### config.mk
export PLATFORM = sky130hd
export DESIGN_NAME = mem_arbiter
export DESIGN_NICKNAME = d
export VERILOG_FILES = /design/src/rtl/mem_arb_pkg.sv /design/src/rtl/mem_arb_pick.sv /design/src/rtl/mem_arbiter.sv
export SDC_FILE = /design/constraint.sdc
export NUM_CORES = 1
export LEC_CHECK = 0
export CELL_PAD_IN_SITES_DETAIL_PLACEMENT = 0
export CELL_PAD_IN_SITES_GLOBAL_PLACEMENT = 2
export CORE_AREA = 2 2 336 338
export CTS_CLUSTER_SIZE = 28
export DETAILED_ROUTE_END_ITERATION = 10
export DIE_AREA = 0 0 338 340
export HOLD_SLACK_MARGIN = 0.06
export PLACE_DENSITY = 0.49
export SYNTH_ARGS = -nofsm -noshare
export SYNTH_HDL_FRONTEND = slang
export SYNTH_HIERARCHICAL = 1
export SYNTH_SLANG_ARGS = --single-unit
### constraint.sdc
create_clock -name clk -period 8.88 [get_ports clk]
set_input_delay 2.22 -clock clk [delete_from_list [all_inputs] [get_ports clk]]
set_output_delay 2.22 -clock clk [all_outputs]
set_load 0.02 [all_outputs]
### src/rtl/mem_arb_pkg.sv
// Shared types and constants for the I/D block-memory arbiter.
package mem_arb_pkg;

  localparam int ADDR_W_DEF = 28;
  localparam int DATA_W_DEF = 128;

  typedef enum logic {
    S_IDLE = 1'b0,
    S_BUSY = 1'b1
  } state_t;

  localparam logic PORT_I = 1'b0;
  localparam logic PORT_D = 1'b1;

endpackage

### src/rtl/mem_arb_pick.sv
// Combinational winner selection between the I and D ports.
// ARB_ROUND_ROBIN_EN selects round-robin ties; otherwise D wins every tie.
module mem_arb_pick
  import mem_arb_pkg::*;
(
  input  logic i_req,
  input  logic d_req,
  input  logic last_grant,
  output logic winner
);

`ifndef ARB_ROUND_ROBIN_EN
  logic unused_last_grant;
  assign unused_last_grant = last_grant;
`endif

  // Winner for the current request pattern; a lone requester always wins.
  always_comb begin
    winner = PORT_I;
    if (i_req && d_req) begin
`ifdef ARB_ROUND_ROBIN_EN
      if (last_grant == PORT_I) begin
        winner = PORT_D;
      end else begin
        winner = PORT_I;
      end
`else
      winner = PORT_D;
`endif
    end else if (d_req) begin
      winner = PORT_D;
    end else begin
      winner = PORT_I;
    end
  end

endmodule

### src/rtl/mem_arbiter.sv
// Two-port (I-cache / D-cache) arbiter in front of one 128-bit block memory port.
// Build with ARB_ROUND_ROBIN_EN defined for round-robin tie breaking.
module mem_arbiter
  import mem_arb_pkg::*;
#(
  parameter int ADDR_W = ADDR_W_DEF,
  parameter int DATA_W = DATA_W_DEF
) (
  input  logic              clk,
  input  logic              proc_reset,
  input  logic              i_read,
  input  logic              i_write,
  input  logic [ADDR_W-1:0] i_addr,
  input  logic [DATA_W-1:0] i_wdata,
  output logic              i_ready,
  output logic [DATA_W-1:0] i_rdata,
  input  logic              d_read,
  input  logic              d_write,
  input  logic [ADDR_W-1:0] d_addr,
  input  logic [DATA_W-1:0] d_wdata,
  output logic              d_ready,
  output logic [DATA_W-1:0] d_rdata,
  output logic              mem_read,
  output logic              mem_write,
  output logic [ADDR_W-1:0] mem_addr,
  output logic [DATA_W-1:0] mem_wdata,
  input  logic [DATA_W-1:0] mem_rdata,
  input  logic              mem_ready
);

  state_t state;
  state_t next_state;
  logic   grant;
  logic   last_grant;
  logic   i_req;
  logic   d_req;
  logic   winner;
  logic   done;

  assign i_req = i_read | i_write;
  assign d_req = d_read | d_write;
  assign done  = (state == S_BUSY) && mem_ready;

  mem_arb_pick u_pick (
    .i_req      (i_req),
    .d_req      (d_req),
    .last_grant (last_grant),
    .winner     (winner)
  );

  // State register.
  always_ff @(posedge clk or posedge proc_reset) begin
    if (proc_reset) begin
      state <= S_IDLE;
    end else begin
      state <= next_state;
    end
  end

  // Next-state logic: one transaction in flight, released by mem_ready.
  always_comb begin
    next_state = state;
    case (state)
      S_IDLE: begin
        if (i_req || d_req) begin
          next_state = S_BUSY;
        end else begin
          next_state = S_IDLE;
        end
      end
      S_BUSY: begin
        if (mem_ready) begin
          next_state = S_IDLE;
        end else begin
          next_state = S_BUSY;
        end
      end
      default: next_state = S_IDLE;
    endcase
  end

  // Grant and memory-side registers; read+write on one port is issued as a write.
  always_ff @(posedge clk or posedge proc_reset) begin
    if (proc_reset) begin
      grant      <= PORT_I;
      last_grant <= PORT_I;
      mem_read   <= 1'b0;
      mem_write  <= 1'b0;
      mem_addr   <= '0;
      mem_wdata  <= '0;
    end else begin
      case (state)
        S_IDLE: begin
          if (i_req || d_req) begin
            grant <= winner;
            if (winner == PORT_D) begin
              mem_addr  <= d_addr;
              mem_wdata <= d_wdata;
              mem_write <= d_write;
              mem_read  <= d_read & ~d_write;
            end else begin
              mem_addr  <= i_addr;
              mem_wdata <= i_wdata;
              mem_write <= i_write;
              mem_read  <= i_read & ~i_write;
            end
          end else begin
            mem_read  <= 1'b0;
            mem_write <= 1'b0;
          end
        end
        S_BUSY: begin
          if (mem_ready) begin
            mem_read   <= 1'b0;
            mem_write  <= 1'b0;
            last_grant <= grant;
          end
        end
        default: begin
          mem_read  <= 1'b0;
          mem_write <= 1'b0;
        end
      endcase
    end
  end

  // Completion strobes are combinational so the port sees mem_ready with no added delay.
  assign i_ready = done && (grant == PORT_I);
  assign d_ready = done && (grant == PORT_D);
  assign i_rdata = mem_rdata;
  assign d_rdata = mem_rdata;

endmodule

-- Word level (Yosys, flattened, before mapping)
Cells that the tools add are included.
- logic and storage cells: 35
- input port bits: 447
- output and inout bits: 416
- bits in registers: 160
- mux-type cells: 14
- equality and inequality tests: 1
- bitwise operators: 8
- reductions and logical operators: 6
- operators with widths (cell ; number):
    two-way mux 128 bit ; 1
    two-way mux 28 bit ; 1
    two-way mux 1 bit ; 9
    one-hot mux 1 bit (2 select lines) ; 3
    logical AND 1 bit ; 4
    inverter 1 bit ; 4
    bitwise AND 1 bit ; 2
    != test 2 bit (second input constant) ; 1
    bitwise OR 1 bit ; 2
    AND reduction 2 bit ; 1
    logical OR 1 bit ; 1

-- Depth between registers and ports, before layout
Gate-level depths: netlist of run 1.
- depth after elaboration: 6
- gate-level depth with buffers: 9
- depth with buffers taken out: 5

-- Cells and area by module
Netlist of run 1, hierarchy kept.
- by module, submodules not included (module ; area an instance (sq um) ; cells an instance ; sequential area each (sq um) ; instances):
    mem_arbiter ; 10276.1 ; 785 ; 4028.9 ; 1
    mem_arb_pick ; 3.8 ; 1 ; 0.0 ; 1

-- Least setup slack after synthesis of run 1
No wires, ideal clock.
- path type: input to output
- start: input port mem_ready
- end: output port i_ready
- data required time: 6660 ps
- stages: 2
- data arrival time: 2553 ps
- path buffers: 0
- slack: 4107 ps
- cell sequence: nand2_1 nor2_1
- word-level cells in the longest chain between the ends: 2
- RTL lines (element ; RTL line ; text):
    start, declared ; mem_arbiter.sv:28 ; input logic mem_ready
    logical AND 1 bit ; mem_arbiter.sv:42 ; assign done = (state == S_BUSY) && mem_ready;
    logical AND 1 bit ; mem_arbiter.sv:128 ; assign i_ready = done && (grant == PORT_I);
    end, declared ; mem_arbiter.sv:15 ; output logic i_ready,
No other way between the ends.

-- Worst setup path after layout of run 1
- start: input port mem_ready
- end: output port d_ready
- word-level cells in the longest chain between the ends: 2
- RTL lines (element ; RTL line ; text):
    logical AND 1 bit ; mem_arbiter.sv:42 ;
    logical AND 1 bit ; mem_arbiter.sv:129 ; assign d_ready = done && (grant == PORT_D);
    end, declared ; mem_arbiter.sv:21 ; output logic d_ready,
No other way between the ends.

==> metrics.txt, run 1 <==
outcome finished, final reports clean; Max Freq 175 MHz; R2R Setup Slk 6.42 ns; Initial Utilization 0.0918; Crit Path Category primary input to output port; DRT iter0 DRCs 104; DR DRC count 0; Slew Limit Fails 0; root buffer cell clkbuf_16; Hold Path Sink mem_read$_DFFE_PP0P_; maximum vdd drop 147 uV; layout net count 1440; hold path depth 2; first-pass GRT wire length 49800 um; post-CTS setup buffer count 0; total iterations of the first detailed-routing run 4; CP Launch Type primary input; Tightest Hold Check Type flip-flop to flip-flop; area of the mapped netlist 0.0102 mm^2; slowest stage delay, CP 0.60 ns; setup ws final 3.16 ns; worst slew pin tran 0.869 ns; Placement Setup Slack 3.16 ns; share of the clock period used by the worst path 0.644; Setup TNS 0 ns; detailed-route wire length 36400 um; most frequent CP cell clkdlybuf4s50_1; worst r2r path cells 4; Leak 5.85 nW; Reg2Reg Capture Point mem_addr[6]$_DFFE_PP0P_; Post-Syn Nets 1230; worst-path cell chain clkdlybuf4s50_1 -> and3_1 -> clkdlybuf4s50_1; reg2reg start state$_DFF_PP0_; Area Growth Syn to Fin 49.9%; row cnt 123; die width 338 um; initial antenna violation count 1; # port buffers 478; routed len/inst 14.5 um; final setup vio count 0; DRT antenna net count 0; Worst EP arrival 3.50 ns; # hold bufs at CTS 0; Num CTS Buffers 17; Tmin final 5.72 ns; Worst slew margin 0.421; DP Wirelength 27700 um; skew final 0.0103 ns; CTS tree done; Buf/Inv on CP 2; number of global-route vias before repair 7172; Clock transition at path regs 0.07 ns; worst skew pair latency 0.50 ns; CP Capture Type output port; Synth Warn # 6; Ports 863; unrepaired setup endpoints after global routing false; Hold Crit Start mem_read$_DFFE_PP0P_; synthesized area per cell 13.1 um^2; via count 6348; core box area 0.112 mm^2; # H-tree levels 4; GP Congestion 0.672; final hold vios 0; GRT Util Overall 0.0620; CTS sink cnt 160; die height 340 um; via/cell ratio 2.53; largest net degree at the start of global routing 105; total die area 0.115 mm^2; worst-case clock buffer depth 2; critical path's slowest cell clkdlybuf4s50_1; Critical Path RT 6.66 ns; grt ovf 0; share of cells above drive strength 1 0.349; Crit Path Max Fanout 3; # diodes 0; Gate Count Post-Synth 783; Filler Cell Count 12500; power per cell area 286 mW/mm^2; MaxCap Viol Count 0; delay-heaviest family, CP buffers and inverters; Resize count post-CTS 0
[cell type report]
type | instances | area [um^2] | share of cell area
clock inverters | 10 | 128 | 0.00831
inverters | 3 | 26.3 | 0.00171
flip-flops and latches | 160 | 4000 | 0.261
well taps | 1500 | 1880 | 0.122
multi-input cells | 328 | 4010 | 0.261
clock buffers | 21 | 460 | 0.0300
repair buffers | 483 | 4850 | 0.316
[metrics by stage]
stage | util | power (mW) | instances | hold slack (ns) | area (um^2)
after CTS | 0.138 | 4.54 | 2505 | 0.496 | 15400
after floorplan | - | 2.66 | 783 | 0.497 | 10200
after global routing | 0.138 | 4.68 | 2505 | 0.517 | 15400
final | 0.138 | 4.40 | 2505 | 0.492 | 15400
after detailed placement | 0.132 | 3.66 | 2474 | 0.479 | 14800
after global placement | 0.132 | 3.65 | 2474 | 0.489 | 14800
[per-layer routing]
layer	vias up	GRT usage	part of all wire
met5	-	0	0
met3	139	0.0308	0.11
li1	2840	-	-
met2	395	0.0970	0.45
met1	2974	0.0637	0.37
met4	0	0.0460	0.062
[tightest hold or removal path, delay by kind of cell, from the launching register on]
kind	cells	cell delay, ns
flops	1	0.34
compound gates	1	0.06
simple gates	1	0.05
[power by group]
| group | internal, mW | total [mW] | switching [mW] | leakage (nW) |
|---|---|---|---|---|
| logic | 1.23 | 2.29 | 1.06 | 3.71 |
| registers | 1.10 | 1.30 | 0.197 | 1.87 |
| clock network | 0.431 | 0.805 | 0.374 | 0.281 |
| total | 2.76 | 4.40 | 1.64 | 5.85 |
[placed cells by master (no fill, tap or decap), types with 3 or more instances in the layout]
cell type        instances
clkbuf_16               17
nand2_1                  4
buf_4                    3
nor2_1                   3
clkdlybuf4s50_1        478
mux2_2                 207
clkinv_4                 3
dfrtp_1                160
inv_6                    3
mux2_4                 106
[registers in the layout, summed over array words and instances, names as in the netlist]
signal,flops
mem_wdata,128
mem_addr,28
grant,1
mem_read,1
mem_write,1
state,1
[worst max path at each step]
stage               startpoint                 to  depth (start not counted)
global route         mem_ready            d_ready                          3
detailed placement   mem_ready            i_ready                          4
global placement     mem_ready            i_ready                          4
CTS                  mem_ready            i_ready                          4
finish               mem_ready            d_ready                          3
floorplan           proc_reset  grant$_DFFE_PP0P_                          1
No activity file was read; power rests on OpenSTA's default activity.
==> run 2, diff against run 1 <==
--- a/config.mk
+++ b/config.mk
@@ -7,12 +7,12 @@
 export LEC_CHECK = 0
 export CELL_PAD_IN_SITES_DETAIL_PLACEMENT = 0
 export CELL_PAD_IN_SITES_GLOBAL_PLACEMENT = 2
-export CORE_AREA = 2 2 336 338
+export CORE_AREA = 2 2 334 336
 export CTS_CLUSTER_SIZE = 28
 export DETAILED_ROUTE_END_ITERATION = 10
-export DIE_AREA = 0 0 338 340
+export DIE_AREA = 0 0 336 338
 export HOLD_SLACK_MARGIN = 0.06
-export PLACE_DENSITY = 0.49
+export PLACE_DENSITY = 0.51
 export SYNTH_ARGS = -nofsm -noshare
 export SYNTH_HDL_FRONTEND = slang
 export SYNTH_HIERARCHICAL = 1
==> constraint.sdc (replaced) <==
create_clock -name clk -period 4.89 [get_ports clk]
set_input_delay 1.2225 -clock clk [delete_from_list [all_inputs] [get_ports clk]]
set_output_delay 1.2225 -clock clk [all_outputs]
set_load 0.02 [all_outputs]
==> run 2 against run 1 <==
  * Die area is 1.2% lower
  * Global-route usage hardly changed
  * Flip-flop and latch count stayed put
  * Critical path depth is 1 higher
  * Non-clock buffer count is 7 higher
  * Routed wire length is 2.3% lower
  * Sequential power is 84% higher
  * Hold slack better by 0.014 ns
  * Critical endpoint is now i_ready
  * Largest cell class unchanged
==> metrics.txt, run 2 (synthesized netlist as in run 1, its figures left out) <==
outcome finished, final reports clean; initial antenna violation count 1; via/cell ratio 2.55; first-pass GRT wire length 49000 um; row cnt 122; # port buffers 478; # hold bufs at CTS 0; DRT iter0 DRCs 84; Crit Path Max Fanout 3; Initial Utilization 0.0931; GP Congestion 0.675; DP Wirelength 27900 um; Ports 863; routed len/inst 14.2 um; share of cells above drive strength 1 0.353; unrepaired setup endpoints after global routing false; # H-tree levels 4; worst slew pin tran 0.686 ns; Reg2Reg Capture Point mem_wdata[8]$_DFFE_PP0P_; Num CTS Buffers 17; overall power 7.93 mW; DR DRC count 0; worst skew pair latency 0.49 ns; Hold Worst Slack 0.506 ns; die width 336 um; CP Launch Type primary input; core box area 0.110 mm^2; reg2reg start state$_DFF_PP0_; post-CTS setup buffer count 0; Largest register FFs 128; CTS sink cnt 160; layout net count 1447; Slew Limit Fails 0; worst-case clock buffer depth 2; largest net degree at the start of global routing 76; Critical Path RT 3.67 ns; skew final 0.00885 ns; GRT Util Overall 0.0616; Worst EP arrival 2.52 ns; Top Registers mem_wdata: 128 flops, mem_addr: 28 flops; share of the clock period used by the worst path 0.765; Area Growth Syn to Fin 50.2%; worst r2r path cells 4; CP Capture Type output port; commonest non-fill, non-tap cell in the layout clkdlybuf4s50_1; power per cell area 515 mW/mm^2; Placement Setup Slack 1.14 ns; detailed-route wire length 35500 um; Worst slew margin 0.543; Filler Cell Count 12400; final hold vios 0; Max Freq 267 MHz; Setup TNS 0 ns; grt ovf 0; Leak 5.87 nW; final setup vio count 0; root buffer cell clkbuf_16; die height 338 um; CTS tree done; setup ws final 1.15 ns; Tmin final 3.74 ns; hold path depth 1; Clock transition at path regs 0.07 ns; DRT antenna net count 0; most frequent cells in the layout clkdlybuf4s50_1, mux2_2, dfrtp_1, mux2_4, clkbuf_16; maximum vdd drop 206 uV; R2R Setup Slk 2.85 ns; via count 6373; Hold Path Sink mem_wdata[83]$_DFFE_PP0P_; Final Core Density 0.140; Crit Path Category primary input to output port; total iterations of the first detailed-routing run 4; total die area 0.114 mm^2; number of global-route vias before repair 7142; register with the most flip-flops mem_wdata; Hold Crit Start mem_wdata[83]$_DFFE_PP0P_; Resize count post-CTS 0; MaxCap Viol Count 0; Tightest Hold Check Type flip-flop to flip-flop
-- run 2: changes by cell type in the layout (fill, tap and decap cells not counted), sizes merged --
cell      change
clkinvlp      +3
buf           +7
inv           -2
clkinv        +2
diode         +1
bufinv        -2
-- run 2: final cells by class --
cell class,count,area [um^2],area share
Multi-Input combinational cell,328,4010,0.261
Timing Repair Buffer,490,4950,0.322
Inverter,3,22.5,0.00146
Clock buffer,21,450,0.0293
Clock inverter,11,83.8,0.00545
Tap cell,1488,1860,0.121
Sequential cell,160,4000,0.260
Antenna cell,1,2.50,0.000163
-- run 2: routing by layer --
metal	share of wire	vias to the layer above	GRT usage	wire, um
li1	-	2862	-	-
met1	0.36	2998	0.0607	12900
met2	0.47	380	0.0992	16800
met3	0.11	131	0.0327	3930
met4	0.055	2	0.0447	1940
met5	0.00037	-	0	13
-- run 2: worst max-delay path, cell delays in order --
cell             delay [ns]
clkdlybuf4s50_1        0.51
nand2_1                0.07
nor2_1                 0.11
clkdlybuf4s50_1        0.61
-- run 2: worst max-delay path by stage --
stage / from / end / cells past startpoint
floorplan: proc_reset / grant$_DFFE_PP0P_ / 1
global placement: mem_ready / i_ready / 4
detailed placement: mem_ready / i_ready / 4
CTS: mem_ready / i_ready / 4
global route: mem_ready / i_ready / 4
finish: mem_ready / i_ready / 4
-- run 2: where the power goes --
group          total, mW  switching (mW)  leakage [nW]  internal (mW)
combinational       4.20            1.94          3.75           2.26
clock               1.34           0.673         0.250          0.665
sequential          2.39           0.390          1.87           2.00
-- run 2: through the flow --
step	cell area [um^2]	std cells
global route	15400	2501
detailed placement	14900	2469
floorplan	10200	783
CTS	15400	2501
global placement	14900	2469
finish	15400	2502
